==> src/rtl/lab2_operand_entry.sv <==
// Operand entry for the lab2 adder: synchronizes switches and a debounced
// enter button, then steps through addend capture, augend capture and show.
module lab2_operand_entry #(
  parameter int DEBOUNCE_CYCLES = 20
) (
  input  logic       clk,
  input  logic       rst,
  input  logic [1:0] sw,
  input  logic       btn,
  output logic [1:0] addend,
  output logic       augend,
  output logic       operands_valid,
  output logic [1:0] state_led
);

  localparam int CW = $clog2(DEBOUNCE_CYCLES);
  localparam logic [CW-1:0] CNT_MAX = CW'(DEBOUNCE_CYCLES - 1);

  typedef enum logic [1:0] {
    ENTER_ADDEND = 2'b00,
    ENTER_AUGEND = 2'b01,
    SHOW         = 2'b10
  } state_e;

  logic [1:0]    sw_sync1_q, sw_sync1_d;
  logic [1:0]    sw_sync2_q, sw_sync2_d;
  logic          btn_sync1_q, btn_sync1_d;
  logic          btn_sync2_q, btn_sync2_d;
  logic          btn_stable_q, btn_stable_d;
  logic [CW-1:0] cnt_q, cnt_d;
  state_e        state_q, state_d;
  logic [1:0]    addend_q, addend_d;
  logic          augend_q, augend_d;
  logic          valid_q, valid_d;
  logic          press;

  always_comb begin
    sw_sync1_d   = sw;
    sw_sync2_d   = sw_sync1_q;
    btn_sync1_d  = btn;
    btn_sync2_d  = btn_sync1_q;
    btn_stable_d = btn_stable_q;
    cnt_d        = cnt_q;
    if (btn_sync2_q == btn_stable_q) begin
      cnt_d = '0;
    end else if (cnt_q == CNT_MAX) begin
      btn_stable_d = btn_sync2_q;
      cnt_d        = '0;
    end else begin
      cnt_d = cnt_q + CW'(1);
    end
  end

  // Only the rising edge of the debounced level counts as a press.
  assign press = btn_stable_d & ~btn_stable_q;

  always_comb begin
    state_d  = state_q;
    addend_d = addend_q;
    augend_d = augend_q;
    valid_d  = valid_q;
    case (state_q)
      ENTER_ADDEND: begin
        if (press) begin
          addend_d = sw_sync2_q;
          state_d  = ENTER_AUGEND;
        end
      end
      ENTER_AUGEND: begin
        if (press) begin
          augend_d = sw_sync2_q[0];
          valid_d  = 1'b1;
          state_d  = SHOW;
        end
      end
      SHOW: begin
        if (press) begin
          addend_d = '0;
          augend_d = 1'b0;
          valid_d  = 1'b0;
          state_d  = ENTER_ADDEND;
        end
      end
      default: begin
        addend_d = '0;
        augend_d = 1'b0;
        valid_d  = 1'b0;
        state_d  = ENTER_ADDEND;
      end
    endcase
  end

  always_ff @(posedge clk) begin
    if (rst) begin
      sw_sync1_q   <= '0;
      sw_sync2_q   <= '0;
      btn_sync1_q  <= 1'b0;
      btn_sync2_q  <= 1'b0;
      btn_stable_q <= 1'b0;
      cnt_q        <= '0;
      state_q      <= ENTER_ADDEND;
      addend_q     <= '0;
      augend_q     <= 1'b0;
      valid_q      <= 1'b0;
    end else begin
      sw_sync1_q   <= sw_sync1_d;
      sw_sync2_q   <= sw_sync2_d;
      btn_sync1_q  <= btn_sync1_d;
      btn_sync2_q  <= btn_sync2_d;
      btn_stable_q <= btn_stable_d;
      cnt_q        <= cnt_d;
      state_q      <= state_d;
      addend_q     <= addend_d;
      augend_q     <= augend_d;
      valid_q      <= valid_d;
    end
  end

  assign addend         = addend_q;
  assign augend         = augend_q;
  assign operands_valid = valid_q;
  assign state_led      = state_q;

endmodule

==> config.mk <==
export PLATFORM = sky130hd
export DESIGN_NAME = lab2_operand_entry
export DESIGN_NICKNAME = d
export VERILOG_FILES = /design/src/rtl/lab2_operand_entry.sv
export SDC_FILE = /design/constraint.sdc
export NUM_CORES = 1
export LEC_CHECK = 0
export ABC_AREA = 1
export CAP_MARGIN = 15
export CORE_UTILIZATION = 25
export CTS_BUF_LIST = sky130_fd_sc_hd__clkbuf_8
export DETAILED_ROUTE_END_ITERATION = 7
export PLACE_DENSITY = 0.5
export SLEW_MARGIN = 20
export SYNTH_ARGS = -nofsm -noshare
export SYNTH_HDL_FRONTEND = slang
export SYNTH_SLANG_ARGS = --single-unit
==> constraint.sdc <==
create_clock -name clk -period 1.2 [get_ports clk]
set_input_delay 0.18 -clock clk [delete_from_list [all_inputs] [get_ports clk]]
set_output_delay 0.18 -clock clk [all_outputs]
set_load 0.1 [all_outputs]
==> impl_metrics.yaml <==
floorplan:
  coreArea_sq_um: 2520
  io_pins: 11
  die_h_microns: 54.1
  rows: 18
  fp.dieW_microns: 54.1
  fp.dieArea_sq_um: 2920
  start_util: 0.269
sta:
  period_needed_ps: 1120
  max_freq_mhz: 893
  relSlewSlack: 0.855
  fin_skew_ps: 3.85
  fin_ws_ps: 80.5
  drv_slew: 0
  post-route-period-util: 0.933
  worst_pin_slew_ps: 218
  rsz0062_at_grt: "yes"
  setup_viol: 0
  finalHoldViolations: 0
  whs_ps: 405
yosys:
  ys_types: 15
  synth.area.top_cells: "dfxtp_1, inv_1, nor2_1"
  synth.top_cell.area_share: 0.531
  synth-seq-area-share: 0.531
  netlist_instances: 83
  synth_top_cell_by_area: "dfxtp_1"
  ys_ff_latch: 18
  synth_fp_nets: 89
  synth.cell_area_sq_um: 678
  avgSynthCellArea_sq_um: 8.17
  yosysWarnings: 0
layout:
  drive_gt1_frac: 0.306
  multiInputGateArea_sq_um: 304
  nNetsFinal: 105
  fillers: 273
  postLayoutCoreUtil: 0.396
  seq_area_sq_um: 375
  diodes: 0
  area.growth.synth_to_final_pct: 47.4
placement:
  dp_hpwl_microns: 925
  dpl_worst_slack_ps: -32.3
  port_buffers: 10
  gp_congestion: 0.723
setup_path:
  startpoint_type: "register"
  crit_type: "register to register"
  crit_path_end_kind: "register"
  cp_data_required_time_ps: 1380
  cp.arrival_ps: 1300
  worstPathMaxFanout: 4
drt:
  firstDrtPassIters: 4
  routed_wl_mm: 1.25
  wire_per_inst_microns: 9.76
  drc: 0
  initialDrtViolationCount: 3
  viasPerCell: 4.41
  final_antenna_net_count: 0
  vias: 565
run:
  drv_cap: 0
global_route:
  grt.total_usage: 0.0974
  grt_max_degree: 12
  grt_pass1_wl_mm: 1.99
  grt_pass1_vias: 463
  antenna_found_initial: 0
  grt_overflow: 0
pwr:
  leakage_nw: 0.368
  max-vdd-ir-drop_uv: 932
  p_per_area_nw_per_um2: 1130
status:
  status: "completed"
clocking:
  postCtsHoldBufs: 0
  clk_pin_slew_ps: 70
  cts_sinks: 18
  cts_made_buffers: 3
  clk_latency_ps: 250
  cts_root_buf: "clkbuf_8"
  clockBufferDepth: 2
  cts_tree: "yes"
  ctsHtreeMaxLevel: 1
min_path:
  hold_class: "register to register"
[layout make-up]
| cell class | count | share of cell area |
|---|---|---|
| sequential | 18 | 0.375 |
| timing repair buffer | 12 | 0.175 |
| inverter | 14 | 0.0526 |
| tap | 30 | 0.0375 |
| clock buffer | 4 | 0.0551 |
| multi-input combinational | 50 | 0.304 |
[routing by layer]
layer	part of all wire	GRT usage	routed length (microns)	up-vias
met5	0	0	0	-
met4	0.014	0.0513	18	0
met3	0.032	0.0254	40	2
met2	0.46	0.136	569	9
met1	0.50	0.135	620	259
li1	-	-	-	295
[flip-flops by register name, summed over array words and instances, names as in the netlist, 2 cells and up]
signal,count
sw_sync1_q,2
sw_sync2_q,2
addend,2
cnt_q,5
state_led,2
[cell families after synthesis]
group	after synthesis	share of synthesized area
AND/OR/NAND/NOR	38	0.269
flip-flops	18	0.531
buffers and inverters	15	0.0830
AO/OA/AOI/OAI	8	0.0590
XOR/XNOR	3	0.0388
adder cells (fa/ha/maj)	1	0.0184
[synthesized netlist by cell type]
master / instances
dfxtp_1: 18
inv_1: 14
nor2_1: 14
nand2_1: 8
a21oi_1: 6
nand3_1: 6
nand4_1: 5
xor2_1: 3
nor2_2: 2
o21ai_1: 2
clkbuf_1: 1
ha_1: 1
nand3_2: 1
nor3_2: 1
or2_2: 1
[critical path, stage by stage, from the launching register on]
cell	delay [ps]
dfxtp_2	360
ha_4	170
nand3_4	100
nor3_4	190
nand2_1	100
a21oi_1	130
[timing repair]
| action | in CTS | in global routing |
|---|---|---|
| buffers inserted | 0 | 0 |
| pin swaps | 0 | 7 |
| endpoints found under the hold margin | 0 | 0 |
| endpoints found under the setup margin | 5 | 6 |
| gates resized for setup | 2 | 10 |
| cloned | 0 | 0 |
[power breakdown]
part           internal (mW)  switching, mW  leakage (nW)
logic                 0.0203         0.0183         0.188
clock network          0.291          0.195        0.0288
registers              0.603        0.00469         0.151
total                  0.915          0.218         0.368
[metrics by stage]
| step | cell area, sq um | instances | setup TNS [ps] | power, mW |
|---|---|---|---|---|
| 4_1_cts | 958 | 128 | 0 | 1.15 |
| 3_5_place_dp | 898 | 124 | -113 | 0.658 |
| 6_report | 1000 | 128 | 0 | 1.13 |
| 3_3_place_gp | 898 | 124 | 0 | 0.658 |
| 2_1_floorplan | 689 | 83 | -73.9 | 0.637 |
| 5_1_grt | 1000 | 128 | -23.6 | 1.18 |
[worst paths after layout]
path | startpoint | endpoint | slack (ps) | cells past startpoint
worst max register to register | cnt_q[1]$_SDFF_PP0_ | state_led[0]$_SDFFE_PP0P_ | 80 | 5
worst max-delay path | cnt_q[1]$_SDFF_PP0_ | state_led[0]$_SDFFE_PP0P_ | 80 | 5
worst min-delay path | sw_sync1_q[0]$_SDFF_PP0_ | sw_sync2_q[0]$_SDFF_PP0_ | 400 | 2
worst min register to register | sw_sync1_q[0]$_SDFF_PP0_ | sw_sync2_q[0]$_SDFF_PP0_ | 400 | 2
[layout by cell type, fill, tap and decap left out]
cell type	n
a21oi_1	6
buf_12	6
buf_4	2
clkbuf_8	4
clkdlybuf4s50_1	4
dfxtp_1	10
dfxtp_2	6
dfxtp_4	2
ha_4	1
inv_1	14
nand2_1	6
nand2_2	2
nand3_1	6
nand3_4	1
nand4_1	5
nor2_1	13
nor2_2	2
nor2_4	1
nor3_4	1
o21ai_1	1
o21ai_2	1
or2_2	1
xor2_1	3
No activity file was read; power rests on OpenSTA's default activity.
